File: config.mk
export PLATFORM = sky130hd
export DESIGN_NAME = gcd_host_driver
export DESIGN_NICKNAME = d
export VERILOG_FILES = /design/src/rtl/gcd_host_driver.sv
export SDC_FILE = /design/constraint.sdc
export NUM_CORES = 1
export LEC_CHECK = 0
export BUFFER_PORTS_ARGS = -buffer_cell sky130_fd_sc_hd__buf_2
export CAP_MARGIN = 20
export CORE_MARGIN = 1.5
export CORE_UTILIZATION = 51
export CTS_BUF_LIST = sky130_fd_sc_hd__clkbuf_2 sky130_fd_sc_hd__clkbuf_4 sky130_fd_sc_hd__clkbuf_8
export CTS_CLUSTER_SIZE = 12
export DETAILED_ROUTE_END_ITERATION = 8
export PLACE_DENSITY = 0.81
export SLEW_MARGIN = 20
export SYNTH_ARGS = -nofsm -noshare
export SYNTH_HDL_FRONTEND = slang
export SYNTH_SLANG_ARGS = --single-unit
File: constraint.sdc
create_clock -name clk -period 2.3 [get_ports clk]
set_input_delay 0.46 -clock clk [delete_from_list [all_inputs] [get_ports clk]]
set_output_delay 0.46 -clock clk [all_outputs]
set_load 0.05 [all_outputs]
File: src/rtl/gcd_host_driver.sv
// gcd_host_driver: serial-load requester for the GCD engine with valid/ready request and response ports.
// Optional WAIT watchdog enabled by defining GCD_DRV_TIMEOUT_EN.
module gcd_host_driver #(
    parameter int WIDTH   = 16,
    parameter int TIMEOUT = 1023
) (
    input  logic             clk,
    input  logic             rst_n,
    input  logic             req_valid,
    output logic             req_ready,
    input  logic [WIDTH-1:0] req_a,
    input  logic [WIDTH-1:0] req_b,
    output logic [WIDTH-1:0] gcd_data_in,
    output logic             gcd_start,
    input  logic             gcd_done,
    input  logic [WIDTH-1:0] gcd_result,
    output logic             rsp_valid,
    input  logic             rsp_ready,
    output logic [WIDTH-1:0] rsp_gcd,
    output logic             rsp_err,
    output logic             busy
);
    localparam logic [2:0] IDLE = 3'd0, LOAD_A = 3'd1, LOAD_B = 3'd2, WAIT = 3'd3, RESP = 3'd4;
    logic [2:0]       state;
    logic [WIDTH-1:0] b_reg;
`ifdef GCD_DRV_TIMEOUT_EN
    localparam int CW = $clog2(TIMEOUT + 1);
    logic [CW-1:0] cnt;
`endif
    assign req_ready = state == IDLE;
    always_ff @(posedge clk or negedge rst_n) begin
        if (!rst_n) begin
            state       <= IDLE;
            b_reg       <= '0;
            gcd_data_in <= '0;
            gcd_start   <= 1'b0;
            rsp_valid   <= 1'b0;
            rsp_gcd     <= '0;
            rsp_err     <= 1'b0;
            busy        <= 1'b0;
`ifdef GCD_DRV_TIMEOUT_EN
            cnt         <= '0;
`endif
        end else begin
            case (state)
                IDLE: if (req_valid) begin
                    b_reg <= req_b;
                    busy  <= 1'b1;
                    // A zero operand would never let the engine finish, so answer directly
                    if (req_a != '0 && req_b != '0) begin
                        state       <= LOAD_A;
                        gcd_data_in <= req_a;
                        gcd_start   <= 1'b1;
                    end else begin
                        state     <= RESP;
                        rsp_valid <= 1'b1;
                        rsp_gcd   <= req_a | req_b;
                        rsp_err   <= req_a == '0 && req_b == '0;
                    end
                end
                LOAD_A: begin
                    state       <= LOAD_B;
                    gcd_data_in <= b_reg;
                end
                LOAD_B: begin
                    state <= WAIT;
`ifdef GCD_DRV_TIMEOUT_EN
                    cnt   <= '0;
`endif
                end
                WAIT: if (gcd_done) begin
                    state     <= RESP;
                    rsp_valid <= 1'b1;
                    rsp_gcd   <= gcd_result;
                    rsp_err   <= 1'b0;
                    gcd_start <= 1'b0;
                end
`ifdef GCD_DRV_TIMEOUT_EN
                else if (cnt == CW'(TIMEOUT - 1)) begin
                    state     <= RESP;
                    rsp_valid <= 1'b1;
                    rsp_gcd   <= '0;
                    rsp_err   <= 1'b1;
                    gcd_start <= 1'b0;
                end else cnt <= cnt + 1'b1;
`endif
                RESP: if (rsp_ready) begin
                    state     <= IDLE;
                    rsp_valid <= 1'b0;
                    busy      <= 1'b0;
                end
                default: state <= IDLE;
            endcase
        end
    end
endmodule
==> flow_metrics.env, run 1 <==
export IMPL_status="finished, final reports clean"
export IMPL_grt_pass1_vias=2087
export IMPL_slew_violations=0
export IMPL_drtIter0Drc=139
export IMPL_pre_cts_slack_ps=87.0
export IMPL_crit_slowest_cell="and3_1"
export IMPL_cts_resized=0
export IMPL_rows=25
export IMPL_max_clock_path_buffers=2
export IMPL_diodes=0
export IMPL_cp_start_kind="register"
export IMPL_syn_nets=290
export IMPL_reg2reg_slack_ps=420
export IMPL_setup_violations=0
export IMPL_hold_buffers=0
export IMPL_antenna_found_initial=0
export IMPL_grt_max_degree=35
export IMPL_seq_area_um2=1380
export IMPL_slew_headroom=0.491
export IMPL_path_cells="nor2_2 > and3_1 > and3_1 > a22o_1 > a21o_1"
export IMPL_vias=2209
export IMPL_cts_root_buf="clkbuf_8"
export IMPL_yosysSeqAreaShare=0.538
export IMPL_cts_setup_buffers=0
export IMPL_period_share=0.817
export IMPL_worstReg2RegStart="state[1]$_DFFE_PN0P_"
export IMPL_yosys_warnings=0
export IMPL_multi_input_area_um2=1100
export IMPL_worstPathMaxFanout=17
export IMPL_startpoint="state[1]$_DFFE_PN0P_"
export IMPL_cellLeakagePower_nw=1.65
export IMPL_crit_top_cell="and3_1"
export IMPL_syn_inst=237
export IMPL_track_usage=0.249
export IMPL_cts_sinks=55
export IMPL_worst_slew_pin_slew_ps=763
export IMPL_core_area_um2=4790
export IMPL_dr_pass1_iters=4
export IMPL_viasPerCell=5.56
export IMPL_routed_wl_mm=6.39
export IMPL_clock_latency_ps=310
export IMPL_r2r_end="gcd_data_in[14]$_DFFE_PN0P_"
export IMPL_start_util=0.534
export IMPL_tns_ps=0
export IMPL_wl_per_cell_um=16.1
export IMPL_numCtsBuffers=5
export IMPL_period_minus_slack_ps=1880
export IMPL_overflow=0
export IMPL_critPathKind="register to register"
export IMPL_path_delay_family="simple AND/OR/NAND/NOR gates"
export IMPL_endpoint_kind="register"
export IMPL_grt_pass1_wl_mm=10.1
export IMPL_ioPinCount=90
export IMPL_hpwlAfterDp_mm=4.84
export IMPL_p_per_area_nw_per_um2=1550
export IMPL_crit_required_ps=2550
export IMPL_synth_edf_count=0
export IMPL_fin_skew_ps=8.48
export IMPL_synth_ff_type="dfrtp_1"
export IMPL_die_h_um=73.8
export IMPL_path_clk_slew_ps=90
export IMPL_ys_ff_latch=55
export IMPL_avgSynthCellArea_um2=10.8
export IMPL_setup_ws_ps=422
export IMPL_cap_violations=0
export IMPL_dieArea_um2=5450
export IMPL_crit_buf_inv=0
export IMPL_fp_dieW_um=73.8
export IMPL_cts_tree="yes"
export IMPL_synthArstFlopShare=1.00
export IMPL_htreeDepth=2
export IMPL_reg2reg_depth=5
export IMPL_drive_above_1_share=0.388
export IMPL_grt_setup_unrepaired="no"
export IMPL_fillers=405
export IMPL_netlist_area_um2=2560
export IMPL_syn_to_final_growth_pct=24.9
export IMPL_gp_congestion=0.856
export IMPL_arrival_ps=2130
export IMPL_peakVddDrop_v=0.000857
export IMPL_remaining_drc_errors=0
export IMPL_slowest_delay_ps=570
export IMPL_nets=382
export IMPL_min_path_type="input pin to asynchronous set/reset pin"
export IMPL_clock_fmax_mhz=532
export IMPL_ys_types=30
export IMPL_port_buffers=89
export IMPL_finalHoldViolCount=0
export IMPL_ant_nets=0
[worst register-to-register path, stage by stage, from the launching register on]
cell,delay (ps)
dfrtp_1,500
nor2_2,230
and3_1,200
and3_1,570
a22o_1,230
a21o_1,90
[routing by layer]
layer  wire length, um  track usage
met5                 0            0
met4                75       0.0741
met3               394       0.0398
met2              3090        0.407
met1              2820        0.341
[synth_stat cells, types with 2 or more instances]
cell type,number,area share
nor3_1,3,0.0059
o22ai_1,16,0.039
o21ai_0,18,0.035
nor2_1,16,0.023
nand4_2,2,0.0098
buf_6,2,0.0088
nor2b_1,3,0.0073
a31oi_1,2,0.0049
buf_2,8,0.016
mux2_1,9,0.040
dfrtp_1,55,0.54
and3_1,3,0.0073
a22o_1,16,0.055
clkbuf_1,5,0.0073
mux2_2,7,0.031
a21o_1,17,0.050
nand2_1,36,0.053
nor4_2,7,0.034
[how the worst max path moves through the flow]
stage,slack (ps),endpoint,cells after the start
after global placement,110,gcd_data_in[2]$_DFFE_PN0P_,6
after global routing,260,gcd_data_in[11]$_DFFE_PN0P_,5
final,420,gcd_data_in[14]$_DFFE_PN0P_,5
after CTS,270,gcd_data_in[14]$_DFFE_PN0P_,4
after detailed placement,90,gcd_data_in[10]$_DFFE_PN0P_,6
after floorplan,260,req_ready,2
[layout make-up]
type,instances,share of cell area
clock buffer,8,0.0325
inverter,1,0.00118
multi-input combinational,166,0.344
sequential,55,0.431
tap,67,0.0262
timing repair buffer,100,0.165
[cell families after synthesis]
kind of cell | count (synthesis) | share of synthesized area
AOI/OAI and AO/OA | 74 | 0.202
buffers and inverters | 16 | 0.0333
and+or+nand+nor | 76 | 0.157
muxes | 16 | 0.0705
DFF | 55 | 0.538
[power breakdown]
part	leakage (nW)	internal, mW	total, mW	switching (mW)
Combinational	0.930	0.824	2.64	1.82
Sequential	0.665	1.44	1.73	0.291
Clock	0.0549	0.287	0.591	0.303
[placed cells by master (no fill, tap or decap), types with 2 or more instances in the layout]
cell      instances
buf_2            89
clkbuf_8          7
nand4_2           2
o21ai_0          18
nor2b_1           2
nor4_2            7
nor3_1            3
and3_1            3
o22ai_1          16
buf_4            11
a21o_1           17
a22o_1           16
nand2_1          36
nor2_1           16
a31oi_1           2
dfrtp_1          55
mux2_1            9
mux2_2            7
[metrics by stage]
stage / area (um^2) / cells / hold WS [ps] / total power [mW] / util
floorplan: 2560 / 237 / 164 / 3.74 / -
global placement: 3090 / 389 / 455 / 4.32 / 0.645
CTS: 3190 / 397 / 244 / 4.97 / 0.667
finish: 3190 / 397 / 216 / 4.96 / 0.667
global route: 3190 / 397 / 283 / 5.23 / 0.667
detailed placement: 3090 / 389 / 461 / 4.39 / 0.645
(Power assumes the default switching activity.)
==> run 2, diff against run 1 <==
- CORE_UTILIZATION: 51 -> 46
- PLACE_DENSITY: 0.81 -> 0.78
- clock period: 2.3 -> 1.6 ns (I/O delays scaled with it)
==> run 2 against run 1 <==
The run now ends with negative hold slack left. Sequential share of layout area decreased by 4.7 points. Die area increased by 10%. Setup slack got worse by 370 ps. Via count increased by 5.8%. Critical path depth decreased by 2. First-iteration DRC count decreased by 12%.
==> flow_metrics.env, run 2 (synthesis gave the netlist of run 1 again) <==
export IMPL_critPathKind="register to output pin"
export IMPL_slew_violations=0
export IMPL_use_met2=0.396
export IMPL_grt_use_met3=0.0482
export IMPL_status="finished with violations"
export IMPL_arrival_ps=1220
export IMPL_clock_fmax_mhz=647
export IMPL_r2r_end="gcd_data_in[4]$_DFFE_PN0P_"
export IMPL_grt_pass1_vias=2356
export IMPL_grt_busiest_layer="met2"
export IMPL_drtIter0Drc=122
export IMPL_max_clock_path_buffers=2
export IMPL_nets=413
export IMPL_dr_pass1_iters=4
export IMPL_slew_headroom=0.734
export IMPL_gr_usage_met1=0.302
export IMPL_cap_violations=0
export IMPL_reg2reg_slack_ps=80
export IMPL_worstPathMaxFanout=9
export IMPL_worstReg2RegStart="state[0]$_DFFE_PN0P_"
export IMPL_fillers=402
export IMPL_antenna_found_initial=0
export IMPL_cellLeakagePower_nw=1.85
export IMPL_final_cell_mix="buf_2 (88), dfrtp_1 (55), buf_4 (37)"
export IMPL_cts_tree="yes"
export IMPL_ant_nets=0
export IMPL_peakVddDrop_v=0.00121
export IMPL_viasPerCell=5.42
export IMPL_wl_per_cell_um=16.3
export IMPL_grt_setup_unrepaired="yes"
export IMPL_track_usage=0.239
export IMPL_start_util=0.488
export IMPL_endpoint_kind="output pin"
export IMPL_setup_ws_ps=55.4
export IMPL_syn_to_final_growth_pct=40.3
export IMPL_period_minus_slack_ps=1540
export IMPL_overflow=0
export IMPL_remaining_drc_errors=0
export IMPL_cts_sinks=55
export IMPL_hpwlAfterDp_mm=5.20
export IMPL_drive_above_1_share=0.449
export IMPL_fin_skew_ps=3.66
export IMPL_cts_root_buf="clkbuf_8"
export IMPL_path_clk_slew_ps=90
export IMPL_htreeDepth=2
export IMPL_cp_start_kind="register"
export IMPL_finalHoldViolCount=10
export IMPL_grt_max_degree=56
export IMPL_clock_latency_ps=310
export IMPL_routed_wl_mm=7.05
export IMPL_p_per_area_nw_per_um2=2120
export IMPL_layout_cells_non_filler=431
export IMPL_hold_ws_ps=-12.1
export IMPL_rows=26
export IMPL_die_h_um=77.6
export IMPL_min_path_type="input pin to asynchronous set/reset pin"
export IMPL_violations="negative hold slack"
export IMPL_ioPinCount=90
export IMPL_setup_violations=0
export IMPL_numCtsBuffers=5
export IMPL_port_buffers=89
export IMPL_diodes=0
export IMPL_reg2reg_depth=6
export IMPL_p_total_mw=7.59
export IMPL_final_util=0.685
export IMPL_vias=2337
export IMPL_tns_ps=0
export IMPL_layout_commonest_cell="buf_2"
export IMPL_core_area_um2=5240
export IMPL_period_share=0.965
export IMPL_pre_cts_slack_ps=-288
export IMPL_dp_cells=421
export IMPL_dieArea_um2=6020
export IMPL_worst_slew_pin_slew_ps=398
export IMPL_fp_dieW_um=77.6
export IMPL_grt_pass1_wl_mm=11.2
export IMPL_gp_congestion=0.895
export IMPL_crit_required_ps=1280
run 2: where the power goes:
part	switching (mW)	internal (mW)	total, mW
Combinational	2.81	1.42	4.23
Clock	0.447	0.507	0.954
Sequential	0.346	2.06	2.41
Total	3.60	3.99	7.59
run 2: critical path: stages (launching register included):
cell and delay [ps]:
dfrtp_1 390, buf_4 180, nor3_4 170, buf_6 180
run 2: worst max path at each step:
stage | to | slack (ps) | from
2_1_floorplan | gcd_data_in[15]$_DFFE_PN0P_ | -60 | req_b[11]
4_1_cts | gcd_data_in[4]$_DFFE_PN0P_ | -0.6 | state[2]$_DFFE_PN0P_
5_1_grt | req_ready | -1 | state[1]$_DFFE_PN0P_
6_report | req_ready | 60 | state[1]$_DFFE_PN0P_
3_3_place_gp | gcd_data_in[0]$_DFFE_PN0P_ | -240 | state[2]$_DFFE_PN0P_
3_5_place_dp | gcd_data_in[11]$_DFFE_PN0P_ | -290 | state[2]$_DFFE_PN0P_
run 2: layout make-up:
cell class,instances,area [um^2],area share
clock buffers,6,82.6,0.0230
clock inverters,2,35.0,0.00976
inverters,1,3.75,0.00105
multi-input cells,167,1190,0.333
flip-flops and latches,55,1380,0.384
well taps,70,87.6,0.0244
repair buffers,130,810,0.226
run 2: through the flow:
stage | area (um^2) | hold WS [ps]
6_report | 3590 | -12.1
5_1_grt | 3590 | 7.78
4_1_cts | 3560 | 0.472
3_5_place_dp | 3430 | 340
3_3_place_gp | 3430 | 336
2_1_floorplan | 2630 | 24.4
run 2: repair_timing:
item	4_1_cts	5_1_grt
pin swaps	0	0
hold buffers	0	0
gates cloned	0	1
buffers inserted	0	1
setup endpoints to repair	17	18
gates resized for setup	3	3
run 2: layer usage:
layer  wire length (um)  up-vias
met5                  0        -
met4                192        0
met3                519       18
met2               3520       90
met1               2810     1120
li1                   -     1109
==> run 3, diff against run 2 <==
- ABC_AREA: not set -> 1
- CORE_UTILIZATION: 46 -> 47
- GPL_TIMING_DRIVEN: not set -> 0
==> run 3 against run 2 <==
The run now ends clean. Critical path depth increased by 6. Clock power is 19% lower. Register-to-register slack worse by 80 ps. Cell count is 26% higher. Sequential share of layout area up 0.33 points. Fmax fell by 3.4%. Clock skew grew 0.69 ps. Hold slack improved by 70 ps. Synthesized cell count up 57%. Wire length up 11%. Combinational power is 24% higher. Critical path type is now register to register. Highest routed layer unchanged.
==> flow_metrics.env, run 3 <==
export IMPL_status="finished, final reports clean"
export IMPL_ys_top_cells_by_count="nand2_1 (146), dfrtp_1 (55), nor2_1 (36), o21ai_0 (29), nand3_1 (24)"
export IMPL_path_cells="nor2_4 > nand2_4 > inv_6 > nand2_4 > a21oi_4 > nand2_4 > buf_4 > nand2_1 > nand2_1"
export IMPL_cap_violations=0
export IMPL_tns_ps=0
export IMPL_finalHoldViolCount=0
export IMPL_worstPathMaxFanout=7
export IMPL_fillers=510
export IMPL_slew_headroom=0.538
export IMPL_cp_start_kind="register"
export IMPL_ioPinCount=90
export IMPL_cts_root_buf="clkbuf_8"
export IMPL_syn_inst=371
export IMPL_synth_ff_type="dfrtp_1"
export IMPL_arrival_ps=1810
export IMPL_synth_top_cell_by_area="dfrtp_1"
export IMPL_r2r_end="rsp_gcd[14]$_DFFE_PN0P_"
export IMPL_endpoint_kind="register"
export IMPL_crit_required_ps=1810
export IMPL_period_share=0.999
export IMPL_peakVddDrop_v=0.00116
export IMPL_synth_top_cell_area_share=0.493
export IMPL_hpwlAfterDp_mm=5.69
export IMPL_setup_violations=0
export IMPL_worst_slew_pin_slew_ps=694
export IMPL_clock_fmax_mhz=626
export IMPL_dieArea_um2=6400
export IMPL_min_path_type="input pin to asynchronous set/reset pin"
export IMPL_reg2reg_slack_ps=1
export IMPL_crit_slowest_cell="dfrtp_2"
export IMPL_diodes=0
export IMPL_start_util=0.497
export IMPL_slowest_delay_ps=450
export IMPL_period_minus_slack_ps=1600
export IMPL_antenna_found_initial=0
export IMPL_final_util=0.636
export IMPL_clock_latency_ps=300
export IMPL_dpl_cell_area_um2=3330
export IMPL_dr_pass1_iters=5
export IMPL_critPathKind="register to register"
export IMPL_layout_commonest_cell="nand2_1"
export IMPL_synthArstFlopShare=1.00
export IMPL_nets=524
export IMPL_syn_nets=424
export IMPL_synth_most_common_cell="nand2_1"
export IMPL_wl_per_cell_um=14.4
export IMPL_p_per_area_nw_per_um2=2370
export IMPL_max_clock_path_buffers=2
export IMPL_grt_setup_unrepaired="yes"
export IMPL_yosysSeqAreaShare=0.493
export IMPL_avgSynthCellArea_um2=7.52
export IMPL_viasPerCell=5.36
export IMPL_remaining_drc_errors=0
export IMPL_port_buffers=89
export IMPL_drtIter0Drc=291
export IMPL_syn_to_final_growth_pct=27.8
export IMPL_grt_pass1_wl_mm=12.1
export IMPL_cts_tree="yes"
export IMPL_synth_area_top_cells="dfrtp_1 (49%), nand2_1 (20%), o21ai_0 (5.2%)"
export IMPL_reg2reg_depth=9
export IMPL_fp_dieW_um=80.0
export IMPL_htreeDepth=2
export IMPL_overflow=0
export IMPL_numCtsBuffers=5
export IMPL_synth_edf_count=0
export IMPL_rows=27
export IMPL_core_area_um2=5610
export IMPL_worstReg2RegStart="state[1]$_DFFE_PN0P_"
export IMPL_dp_cells=532
export IMPL_ant_nets=0
export IMPL_slew_violations=0
export IMPL_yosys_warnings=0
export IMPL_drive_above_1_share=0.316
export IMPL_vias=2908
export IMPL_netlist_area_um2=2790
export IMPL_final_cell_mix="nand2_1 (132), buf_2 (92), dfrtp_1 (53)"
export IMPL_crit_top_cell="nand2_4"
export IMPL_finalInstanceArea_um2=3560
export IMPL_layout_cells_non_filler=543
export IMPL_cts_sinks=55
export IMPL_cellLeakagePower_nw=1.95
export IMPL_routed_wl_mm=7.80
export IMPL_track_usage=0.249
export IMPL_ys_types=20
export IMPL_fin_skew_ps=4.35
export IMPL_grt_pass1_vias=2637
export IMPL_grt_max_degree=56
export IMPL_path_clk_slew_ps=90
export IMPL_ys_ff_latch=55
export IMPL_die_h_um=80.0
export IMPL_gp_congestion=0.868
==> run 3: changes by cell type in the layout (fill, tap and decap cells not counted), moves of 17 or more <==
cell	previous run	this run
nor2_1	16	36
buf_4	37	10
a21o_1	17	0
nand3_1	1	23
nand2_1	36	132
nand4_1	0	17
==> run 3: worst max path at each step <==
stage / cells past startpoint / endpoint / start
after floorplan: 9 / rsp_err$_DFFE_PN0P_ / state[1]$_DFFE_PN0P_
after CTS: 7 / gcd_data_in[7]$_DFFE_PN0P_ / state[1]$_DFFE_PN0P_
after global routing: 9 / rsp_gcd[10]$_DFFE_PN0P_ / state[1]$_DFFE_PN0P_
after detailed placement: 7 / rsp_gcd[9]$_DFFE_PN0P_ / state[0]$_DFFE_PN0P_
final: 9 / rsp_gcd[14]$_DFFE_PN0P_ / state[1]$_DFFE_PN0P_
after global placement: 10 / rsp_err$_DFFE_PN0P_ / req_b[9]
==> run 3: layer usage <==
layer / vias to the layer above / track usage / share of wire
met2: 137 / 0.404 / 0.48
li1: 1391 / - / -
met5: - / 0 / 0
met3: 30 / 0.0457 / 0.068
met4: 0 / 0.112 / 0.039
met1: 1350 / 0.324 / 0.42
==> run 3: critical path: cells and delay by family (launching register included) <==
kind	cells	cell delay, ps
simple gates	6	520
flops	1	450
buf+inv	2	260
compound gates	1	260
==> run 3: kinds of logic after synthesis <==
kind of cell           synth area share
and+or+nand+nor                   0.346
DFF                               0.493
AOI/OAI and AO/OA                0.0843
buffers and inverters            0.0597
muxes                            0.0161
==> run 3: repair_timing <==
action / in CTS / in global routing
setup buffers: 2 / 2
setup endpoints to repair: 31 / 45
gates cloned: 0 / 2
pin swaps: 1 / 4
resized for setup: 7 / 42
hold buffers: 0 / 0
==> run 3: stage by stage <==
stage          setup WS [ps]  total power [mW]  hold slack [ps]
2_1_floorplan           10.4              6.06             24.4
3_3_place_gp           -84.7              7.13              450
3_5_place_dp            -106              7.25              411
4_1_cts                 2.82              8.09             80.3
5_1_grt                -60.6              9.05             96.6
6_report                1.42              8.46             57.5
==> run 3: where the power goes <==
part / internal, mW / switching (mW) / total, mW
logic: 1.52 / 3.72 / 5.24
registers: 2.08 / 0.366 / 2.45
clock network: 0.341 / 0.434 / 0.775
==> run 3: cell type report <==
cell class | instances | area (um^2) | share of cell area
Buffer | 17 | 116 | 0.0326
Clock buffer | 6 | 82.6 | 0.0232
Sequential cell | 55 | 1380 | 0.387
Timing Repair Buffer | 95 | 499 | 0.140
Multi-Input combinational cell | 278 | 1310 | 0.369
Tap cell | 72 | 90.1 | 0.0253
Clock inverter | 1 | 5.00 | 0.00140
Inverter | 19 | 78.8 | 0.0221
